--- src/rtl/ascii_to_morse_tx_pkg.sv ---
// ascii_to_morse_tx_pkg: shared FSM states, Morse unit multipliers, ASCII constants and code-word layout
package ascii_to_morse_tx_pkg;
  typedef enum logic [2:0] {S_IDLE, S_MARK, S_ELEM_GAP, S_CHAR_GAP, S_WORD_GAP, S_DONE} state_t;
  localparam int DOT_UNITS  = 1;
  localparam int DASH_UNITS = 3;
  localparam int CGAP_UNITS = 3;
  localparam int WGAP_UNITS = 4;
  localparam logic [7:0] ASCII_SPACE = 8'h20;
  localparam logic [7:0] ASCII_UA    = 8'h41;
  localparam logic [7:0] ASCII_LA    = 8'h61;
  localparam logic [7:0] ASCII_LZ    = 8'h7a;
  localparam logic [7:0] ASCII_ZERO  = 8'h30;
  localparam int LEN_W = 3;
  localparam int PAT_W = 5;
  typedef struct packed {
    logic             valid;
    logic [LEN_W-1:0] len;
    logic [PAT_W-1:0] pattern;
  } code_t;
endpackage

--- src/rtl/ascii_to_morse_tx_lut.sv ---
// ascii_to_morse_tx_lut: combinational ASCII -> {valid, len, pattern} Morse encoder
// Ports: i_char (ASCII in), o_code (valid, element count, dash bitmap with first element in bit 0).
// Space encodes as valid with len 0. Digits are encoded only when MORSE_DIGITS_EN is defined.
module ascii_to_morse_tx_lut
  import ascii_to_morse_tx_pkg::*;
(
  input  logic [7:0] i_char,
  output code_t      o_code
);
  logic [7:0] w_up;
  always_comb begin
    w_up = (i_char >= ASCII_LA && i_char <= ASCII_LZ) ? i_char - 8'h20 : i_char;
    o_code = '0;
    case (w_up)
      ASCII_SPACE: o_code = {1'b1, 3'd0, 5'b00000};
      "A": o_code = {1'b1, 3'd2, 5'b00010};
      "B": o_code = {1'b1, 3'd4, 5'b00001};
      "C": o_code = {1'b1, 3'd4, 5'b00101};
      "D": o_code = {1'b1, 3'd3, 5'b00001};
      "E": o_code = {1'b1, 3'd1, 5'b00000};
      "F": o_code = {1'b1, 3'd4, 5'b00100};
      "G": o_code = {1'b1, 3'd3, 5'b00011};
      "H": o_code = {1'b1, 3'd4, 5'b00000};
      "I": o_code = {1'b1, 3'd2, 5'b00000};
      "J": o_code = {1'b1, 3'd4, 5'b01110};
      "K": o_code = {1'b1, 3'd3, 5'b00101};
      "L": o_code = {1'b1, 3'd4, 5'b00010};
      "M": o_code = {1'b1, 3'd2, 5'b00011};
      "N": o_code = {1'b1, 3'd2, 5'b00001};
      "O": o_code = {1'b1, 3'd3, 5'b00111};
      "P": o_code = {1'b1, 3'd4, 5'b00110};
      "Q": o_code = {1'b1, 3'd4, 5'b01011};
      "R": o_code = {1'b1, 3'd3, 5'b00010};
      "S": o_code = {1'b1, 3'd3, 5'b00000};
      "T": o_code = {1'b1, 3'd1, 5'b00001};
      "U": o_code = {1'b1, 3'd3, 5'b00100};
      "V": o_code = {1'b1, 3'd4, 5'b01000};
      "W": o_code = {1'b1, 3'd3, 5'b00110};
      "X": o_code = {1'b1, 3'd4, 5'b01001};
      "Y": o_code = {1'b1, 3'd4, 5'b01101};
      "Z": o_code = {1'b1, 3'd4, 5'b00011};
`ifdef MORSE_DIGITS_EN
      "0": o_code = {1'b1, 3'd5, 5'b11111};
      "1": o_code = {1'b1, 3'd5, 5'b11110};
      "2": o_code = {1'b1, 3'd5, 5'b11100};
      "3": o_code = {1'b1, 3'd5, 5'b11000};
      "4": o_code = {1'b1, 3'd5, 5'b10000};
      "5": o_code = {1'b1, 3'd5, 5'b00000};
      "6": o_code = {1'b1, 3'd5, 5'b00001};
      "7": o_code = {1'b1, 3'd5, 5'b00011};
      "8": o_code = {1'b1, 3'd5, 5'b00111};
      "9": o_code = {1'b1, 3'd5, 5'b01111};
`endif
      default: o_code = '0;
    endcase
  end
endmodule

--- src/rtl/ascii_to_morse_tx.sv ---
// ascii_to_morse_tx: ASCII character to Morse key-line transmitter with unit timing
// Ports: clk, rst (async, active high), char_in/char_valid/char_ready (input handshake),
//        key_out (1 = mark), busy, char_done (end-of-character pulse), bad_char (unsupported code pulse).
// Build option: MORSE_DIGITS_EN adds '0'-'9' to the encoder.
module ascii_to_morse_tx
  import ascii_to_morse_tx_pkg::*;
#(
  parameter int UNIT_CYCLES = 6_000_000,
  // wide enough for the longest interval, the 4-unit word gap
  parameter int CNT_W       = $clog2(4*UNIT_CYCLES)
) (
  input  logic       clk,
  input  logic       rst,
  input  logic [7:0] char_in,
  input  logic       char_valid,
  output logic       char_ready,
  output logic       key_out,
  output logic       busy,
  output logic       char_done,
  output logic       bad_char
);
  state_t           r_state, w_next;
  logic [CNT_W-1:0] r_timer, w_lim;
  logic [PAT_W-1:0] r_pat;
  logic [LEN_W-1:0] r_left;
  logic             r_ready, r_key, r_busy, r_done, r_bad;
  logic             w_accept, w_end;
  int               w_units;
  code_t            w_code;
  ascii_to_morse_tx_lut u_lut (.i_char(char_in), .o_code(w_code));
  assign w_accept   = char_valid && r_ready;
  assign char_ready = r_ready;
  assign key_out    = r_key;
  assign busy       = r_busy;
  assign char_done  = r_done;
  assign bad_char   = r_bad;
  always_comb begin
    w_units = r_state == S_MARK     ? (r_pat[0] ? DASH_UNITS : DOT_UNITS) :
              r_state == S_CHAR_GAP ? CGAP_UNITS :
              r_state == S_WORD_GAP ? WGAP_UNITS : DOT_UNITS;
    w_lim   = CNT_W'(w_units*UNIT_CYCLES - 1);
    w_end   = r_timer == w_lim;
    w_next  = r_state;
    case (r_state)
      S_IDLE:                 if (w_accept) w_next = !w_code.valid ? S_DONE : w_code.len == '0 ? S_WORD_GAP : S_MARK;
      S_MARK:                 if (w_end) w_next = r_left == LEN_W'(1) ? S_CHAR_GAP : S_ELEM_GAP;
      S_ELEM_GAP:             if (w_end) w_next = S_MARK;
      S_CHAR_GAP, S_WORD_GAP: if (w_end) w_next = S_DONE;
      default:                w_next = S_IDLE;
    endcase
  end
  always_ff @(posedge clk or posedge rst) begin
    if (rst) begin
      r_state <= S_IDLE;
      r_timer <= '0;
      r_pat   <= '0;
      r_left  <= '0;
      r_ready <= 1'b0;
      r_key   <= 1'b0;
      r_busy  <= 1'b0;
      r_done  <= 1'b0;
      r_bad   <= 1'b0;
    end else begin
      r_state <= w_next;
      // timer restarts on every state entry and idles at zero
      r_timer <= (w_next == r_state && r_state != S_IDLE) ? r_timer + 1'b1 : '0;
      if (r_state == S_IDLE && w_accept) begin
        r_pat  <= w_code.pattern;
        r_left <= w_code.len;
      end else if (r_state == S_MARK && w_end) begin
        r_pat  <= r_pat >> 1;
        r_left <= r_left - 1'b1;
      end
      r_ready <= w_next == S_IDLE;
      r_key   <= w_next == S_MARK;
      r_busy  <= w_next != S_IDLE;
      r_done  <= w_next == S_DONE;
      // only an unsupported code jumps straight from IDLE to DONE
      r_bad   <= w_next == S_DONE && r_state == S_IDLE;
    end
  end
endmodule

--- config.mk ---
export PLATFORM = sky130hd
export DESIGN_NAME = ascii_to_morse_tx
export DESIGN_NICKNAME = d
export VERILOG_FILES = /design/src/rtl/ascii_to_morse_tx_pkg.sv /design/src/rtl/ascii_to_morse_tx_lut.sv /design/src/rtl/ascii_to_morse_tx.sv
export SDC_FILE = /design/constraint.sdc
export NUM_CORES = 1
export LEC_CHECK = 0
export CORE_ASPECT_RATIO = 1.5
export CORE_UTILIZATION = 40
export CTS_BUF_LIST = sky130_fd_sc_hd__clkbuf_8
export DETAILED_ROUTE_END_ITERATION = 8
export GPL_ROUTABILITY_DRIVEN = 0
export GPL_TIMING_DRIVEN = 0
export PLACE_DENSITY = 0.62
export SETUP_SLACK_MARGIN = 0.1
export SLEW_MARGIN = 20
export SYNTH_ARGS = -nofsm -noshare
export SYNTH_HDL_FRONTEND = slang
export SYNTH_SLANG_ARGS = --single-unit
--- constraint.sdc ---
create_clock -name clk -period 8.8 [get_ports clk]
set_clock_uncertainty 0.1 [all_clocks]
set_input_delay 1.32 -clock clk [delete_from_list [all_inputs] [get_ports clk]]
set_output_delay 1.32 -clock clk [all_outputs]
set_load 0.01 [all_outputs]
# After elaboration in Yosys (flattened, before gate mapping)
# Memories as Yosys holds them, arrays and structs flattened.
# Cells that the tools add are included.
# classes
add_sub_neg,4
mul,1
n_div,0
order_cmp,2
n_eq_ne,9
shift,0
n_mux,19
bitwise_logic,0
n_reduce_logical,13
# op_table
cell,count
$mux 3,11
$add 25x1->25 const B,1
$eq 25x25->1,1
$mux 25,1
$sub 25x1->25 const B,1
$mul 3x16->18 const B,1
$pmux 3 s4,1
$mux 5,2
$eq 3x1->1 const B,3
$logic_not 3->1,3
$mux 9,1
$ge 8x7->1 const B,1
$le 8x7->1 const B,1
$mux 8,1
$sub 8x6->8 const B,1
$eq 3x2->1 const B,2
$eq 3x3->1 const B,2
$logic_and 1x1->1,6
$reduce_bool 3->1,2
$eq 3x3->1,1
$sub 3x1->3 const B,1
$mux 2,1
$reduce_bool 2->1,1
$reduce_or 2->1,1
$mux 1,1
# totals
regBits,41
latch_bits,0
ramBits,0
rom_bits,1024
inputBits,11
output_inout_bits,5
memories,1
# memory_table
name,depth,width,rd,rd_ports_with_merged_regs,write_ports,line_no,rtl
(name not given),128,8,1,0,0,ascii_to_morse_tx_lut.sv:14,case (w_up)

# Depth between registers and ports, before layout
# An unclocked memory read counts as a cell.
# depth
ltp_word,13
mapped_depth,15
ltp_nobuf,14

# Hierarchy
# Synthesis repeated with hierarchy kept, for this count alone.
# unflattened
hier_cells,343
area_unflattened_um2,3105.5
# by_module_without_submodules
mod,instances,cells_per_inst,area_per_inst_um2,seq_area_each_um2
ascii_to_morse_tx,1,255,2463.6,1026.0
ascii_to_morse_tx_lut,1,88,641.9,0.0

# Worst setup path after synthesis
# Ideal clock, no wire load.
# synth_timing
kind,register to register
from,register r_state[2]
to,"register r_key, in the netlist key_out"
setup_time_ns,0.120
t_arrival_ns,3.427
required_time_ns,8.580
path_slack_ns,5.153
path_stages_with_launch,16
n_path_buf,1
period_less_slack_ns,3.647
cell_sequence,dfrtp_1 > clkbuf_1 > nand2b_1 > nor2_1 > inv_1 > fa_1 > inv_1 > ha_1 > nand3_1 > o21ai_0 > xnor2_1 > nand3b_1 > o41ai_2 > nor4b_4 > inv_2 > o211a_1
# synth_via
elab_chain_cells,10
word_cells_on_any_way,18
cone_classes,add/sub: 1; mul: 1; eq/ne: 6; mux: 8; reduce/logical: 2
# synth_lines
item,line_no,rtl
"start, declared",ascii_to_morse_tx.sv:22,"state_t r_state, w_next;"
"start signal, assigned",ascii_to_morse_tx.sv:64,r_state <= w_next;
$eq 3x3->1,"ascii_to_morse_tx.sv:40, ascii_to_morse_tx.sv:44",
$mux 3,ascii_to_morse_tx.sv:40,r_state == S_WORD_GAP ? WGAP_UNITS : DOT_UNITS;
$mux 3,ascii_to_morse_tx.sv:39,r_state == S_CHAR_GAP ? CGAP_UNITS :
$mux 3,ascii_to_morse_tx.sv:38,w_units = r_state == S_MARK ? (r_pat[0] ? DASH_UNITS : DOT_UNITS) :
$mul 3x16->18,ascii_to_morse_tx.sv:41,w_lim = CNT_W'(w_units*UNIT_CYCLES - 1);
$sub 25x1->25,ascii_to_morse_tx.sv:41,
$eq 25x25->1,ascii_to_morse_tx.sv:42,w_end = r_timer == w_lim;
"$mux 3, on equally long branches","ascii_to_morse_tx.sv:48, ascii_to_morse_tx.sv:46, ascii_to_morse_tx.sv:47",
$pmux 3 s4 *,ascii_to_morse_tx.sv:44,case (r_state)
named net w_next[0],ascii_to_morse_tx.sv:22,
$eq 3x1->1 *,ascii_to_morse_tx.sv:75,r_key <= w_next == S_MARK;
"end signal, assigned",ascii_to_morse_tx.sv:59,r_key <= 1'b0;
"end signal, assigned",ascii_to_morse_tx.sv:75,
"end, declared",ascii_to_morse_tx.sv:26,"logic r_ready, r_key, r_busy, r_done, r_bad;"
# Mark *: on every way through the listed nets, which the timed path passes. The rest lies on a longest branch.
# A chain may end at the register's enable or synchronous reset.

# Worst setup path in the final report
# layout_timing
from,register r_state[2]
to,register r_timer[22]
# layout_via
elab_chain_cells,12
word_cells_on_any_way,21
cone_classes,add/sub: 1; mul: 1; eq/ne: 6; mux: 9; reduce/logical: 4
# layout_lines
item,line_no,rtl
$eq 3x3->1,"ascii_to_morse_tx.sv:40, ascii_to_morse_tx.sv:44",
$mux 3,ascii_to_morse_tx.sv:40,
$mux 3,ascii_to_morse_tx.sv:39,
$mux 3,ascii_to_morse_tx.sv:38,
$mul 3x16->18,ascii_to_morse_tx.sv:41,
$sub 25x1->25,ascii_to_morse_tx.sv:41,
$eq 25x25->1,ascii_to_morse_tx.sv:42,
"$mux 3, on equally long branches","ascii_to_morse_tx.sv:48, ascii_to_morse_tx.sv:46, ascii_to_morse_tx.sv:47",
$pmux 3 s4,ascii_to_morse_tx.sv:44,
$eq 3x3->1,ascii_to_morse_tx.sv:66,r_timer <= (w_next == r_state && r_state != S_IDLE) ? r_timer + 1'b1 : '0;
$logic_and 1x1->1 *,ascii_to_morse_tx.sv:66,
$mux 25 *,ascii_to_morse_tx.sv:66,
"end signal, assigned",ascii_to_morse_tx.sv:66,
"end, declared",ascii_to_morse_tx.sv:23,"logic [CNT_W-1:0] r_timer, w_lim;"
# Mark *: on every way between the ends. The rest lies on a longest branch, timed or not.

==> out/results.tsv <==
stage	metric	value	unit
global_route	antenna violations before repair	0	
floorplan	Site Rows	38	
logic_synthesis	number of flops mapped to enable cells by yosys	0	
worst_setup_path	crit path max fanout	10	
layout	fin nets	396	
floorplan	die area	7910	um2
route	DR DRC count	0	
logic_synthesis	multiplexer share of the synthesized area	2.69	%
logic_synthesis	sequential area share after synthesis	33.2	%
sta	final hold vios	0	
logic_synthesis	simple-gate share of the synthesized area	24.8	%
floorplan	Die X	72.9	um
layout	Final Non-Filler Cells	463	
sta	Fin Hold WS	0.402	ns
logic_synthesis	mapped cell area	3020	um2
pwr	Max VDD drop	0.116	mV
logic_synthesis	Synth warnings	0	
cts	Clock Latency Late Sink	0.29	ns
logic_synthesis	Syn Nets	375	
pwr	sequential share of power	35.6	%
logic_synthesis	Synth Register Bits	40	
global_route	vias in the first global route	2451	
pwr	power density over cell area	187	nW/um2
worst_setup_path	CP bufs+invs	4	
cts	Sink Count	40	
pwr	Leak	0.00140	uW
sta	Max Fclk	0.229	GHz
logic_synthesis	Synth Area in Compound Gates	14.8	%
cts	clock-pin slew on the worst setup and hold paths	0.07	ns
global_route	total global-route track usage	18.6	%
pwr	internal power	392	uW
layout	fraction of layout cells with a size suffix above 1	7.16	%
worst_hold_path	HP Class	reg -> reg	
worst_setup_path	CP delay by family, top	simple AND/OR/NAND/NOR gates	
place	dpl cells	456	
logic_synthesis	Post-Synth XOR/XNOR Area	10.3	%
cts	Longest Clk Path Bufs	2	
sta	setup TNS	0	ns
place	HPWL after DPL	5260	um
sta	min setup slack post-route	4.44	ns
sta	Max-slew headroom	45.0	%
worst_setup_path	kind of critical path	reg -> reg	
sta	RSZ-0062 raised after global routing	false	
global_route	Overflow after GRT	0	
worst_setup_path	Worst Setup End Kind	register	
floorplan	initial core utilization	41.5	%
layout	most common cell after layout, fill and taps aside	nor2_1	
worst_setup_path	CP arrival	4.44	ns
worst_setup_path	type of origin of the critical path	register	
logic_synthesis	Synth Area in Adders	9.61	%
worst_setup_path	Worst EP required	8.88	ns
logic_synthesis	post-synthesis area per instance	8.83	um2
layout	most frequent cells in the layout	nor2_1, dfrtp_1, nand2_1	
pwr	total net switching power	242	uW
logic_synthesis	fraction of registers with async set/reset	100	%
route	DRT Wirelength	6780	um
route	routed via count	2501	
worst_setup_path	Slowest Stage Delay on Critical Path	0.51	ns
logic_synthesis	Main synth FF type	dfrtp_1	
cts	Hold Buf Count CTS	0	
route	antenna viol nets, final	0	
cts	depth of the CTS H-tree	2	
worst_setup_path	slowest CP cell	fa_1	
route	post-DR vias/cell	5.40	
pwr	combinational power share	44.2	%
logic_synthesis	Syn Inst Count	342	
layout	Diodes inserted	0	
cts	clk root buf	clkbuf_8	
floorplan	I/O pins	16	
floorplan	Core Region	7270	um2
cts	CTS tree	done	
status	status	finished clean	
sta	minimum clock period	4.36	ns
global_route	pin count of the biggest net entering global routing	24	
pwr	Clock power frac	20.3	%
pwr	Sw Ratio	38.2	%
route	DR iter-0 viols	107	
worst_setup_path	cells along the critical path	clkbuf_1, nand2b_1, nor2_1, inv_1, fa_1, inv_1, ha_1, nand3_1, o21ai_0, xnor2_1, nand3b_1, nor3_2, o21bai_2, buf_4, nor2_1	
logic_synthesis	Yosys cell types	68	
global_route	first-pass GRT wire length	11500	um
route	Avg WL per Cell	14.7	um
sta	Slew Limit Fails	0	
layout	Layout area overhead	12.6	%
cts	Post-CTS Setup Inserts	0	
run	MaxCap Viol Count	0	
cts	total CTS buffers	5	
route	first-pass detailed-route iteration total	4	
sta	Final Setup Violations	0	
place	Setup WS pre-CTS	4.43	ns
logic_synthesis	main combinational cell family by area after synthesis	simple AND/OR/NAND/NOR gates	
sta	Worst Max-Slew Pin Slew	0.815	ns
place	port bufs	13	
sta	final worst path period share	49.5	%
cts	post-CTS sizing	0	
floorplan	Die Ht	108	um
==> power by group through the flow <==
| stage | clock [uW] | sequential [uW] | combinational (uW) |
|---|---|---|---|
| 6_report | 128 | 226 | 280 |
| 5_1_grt | 140 | 229 | 312 |
| 4_1_cts | 132 | 226 | 281 |
| 3_5_place_dp | 0 | 230 | 279 |
| 3_3_place_gp | 0 | 229 | 275 |
| 2_1_floorplan | 0 | 231 | 195 |
==> worst paths after layout <==
path                             from          end  slack, ns  cells after the start
max reg2reg                r_state[2]  r_timer[22]       4.44                     15
min                        r_timer[0]   r_timer[0]       0.40                      1
max in group asynchronous         rst   r_state[2]       6.91                      3
min reg2reg                r_timer[0]   r_timer[0]       0.40                      1
min in group asynchronous         rst  r_timer[20]       1.24                      2
max                        r_state[2]  r_timer[22]       4.44                     15
==> cell type report <==
type	instances	area (um2)
plain buffers	12	52.6
fillers	700	3880
flip-flops and latches	40	1000
multi-input cells	269	1880
repair buffers	14	158
well taps	100	125
clock buffers	7	96.3
inverters	21	83.8
==> synth_stat cells, types with 4 or more instances <==
master    number  share of area [%]
xor2_1        17                4.9
nor3_1         4               0.66
nand2b_1       5                1.0
a21oi_1       11                1.8
nand2_1       23                2.9
o21ai_0        6               0.99
inv_1         19                2.4
mux2i_1        7                2.3
o211ai_1       5                1.2
a31oi_1        5                1.0
dfrtp_1       40                 33
nor2_1        51                6.3
nand4_1        7                1.5
xnor2_1       16                4.6
clkbuf_1       8               0.99
ha_1          20                8.3
nor2b_1        9                1.9
nand3_1       15                2.5
and3_1         9                1.9
==> state kept, by name, summed over array words and instances, names as in the netlist <==
name and count:
r_timer 25, key_out 1, r_state 3, char_ready 1, r_left 3, bad_char 1
char_done 1, r_pat 4, busy 1
==> worst register-to-register path, stage by stage (launching register included) <==
cell and delay, ns:
dfrtp_1 0.38, clkbuf_1 0.21, nand2b_1 0.24, nor2_1 0.50, inv_1 0.25, fa_1 0.51, inv_1 0.06, ha_1 0.16
nand3_1 0.08, o21ai_0 0.24, xnor2_1 0.15, nand3b_1 0.30, nor3_2 0.41, o21bai_2 0.33, buf_4 0.27, nor2_1 0.07
==> logic make-up (layout without fill, tap and decap cells) <==
group,Yosys count,in the layout
simple gates,143,143
compound gates,61,61
flops,40,40
xor+xnor,34,34
buf+inv,33,54
fa+ha+maj,22,22
mux,8,8
other cells,1,1
==> per-stage QoR <==
| stage | power, uW | cell area (um2) | utilization, % |
|---|---|---|---|
| after global placement | 504 | 3270 | 45.0 |
| after floorplan | 426 | 3020 | - |
| after global routing | 681 | 3400 | 46.7 |
| final | 634 | 3400 | 46.7 |
| after detailed placement | 509 | 3300 | 45.4 |
| after CTS | 639 | 3400 | 46.7 |
==> per-layer routing <==
| metal | track usage (%) | share of wire [%] |
|---|---|---|
| met5 | 0 | 0 |
| met2 | 35.4 | 55 |
| met4 | 6.30 | 1.7 |
| met1 | 20.3 | 41 |
| met3 | 2.89 | 2.1 |
(Power assumes the default switching activity.)
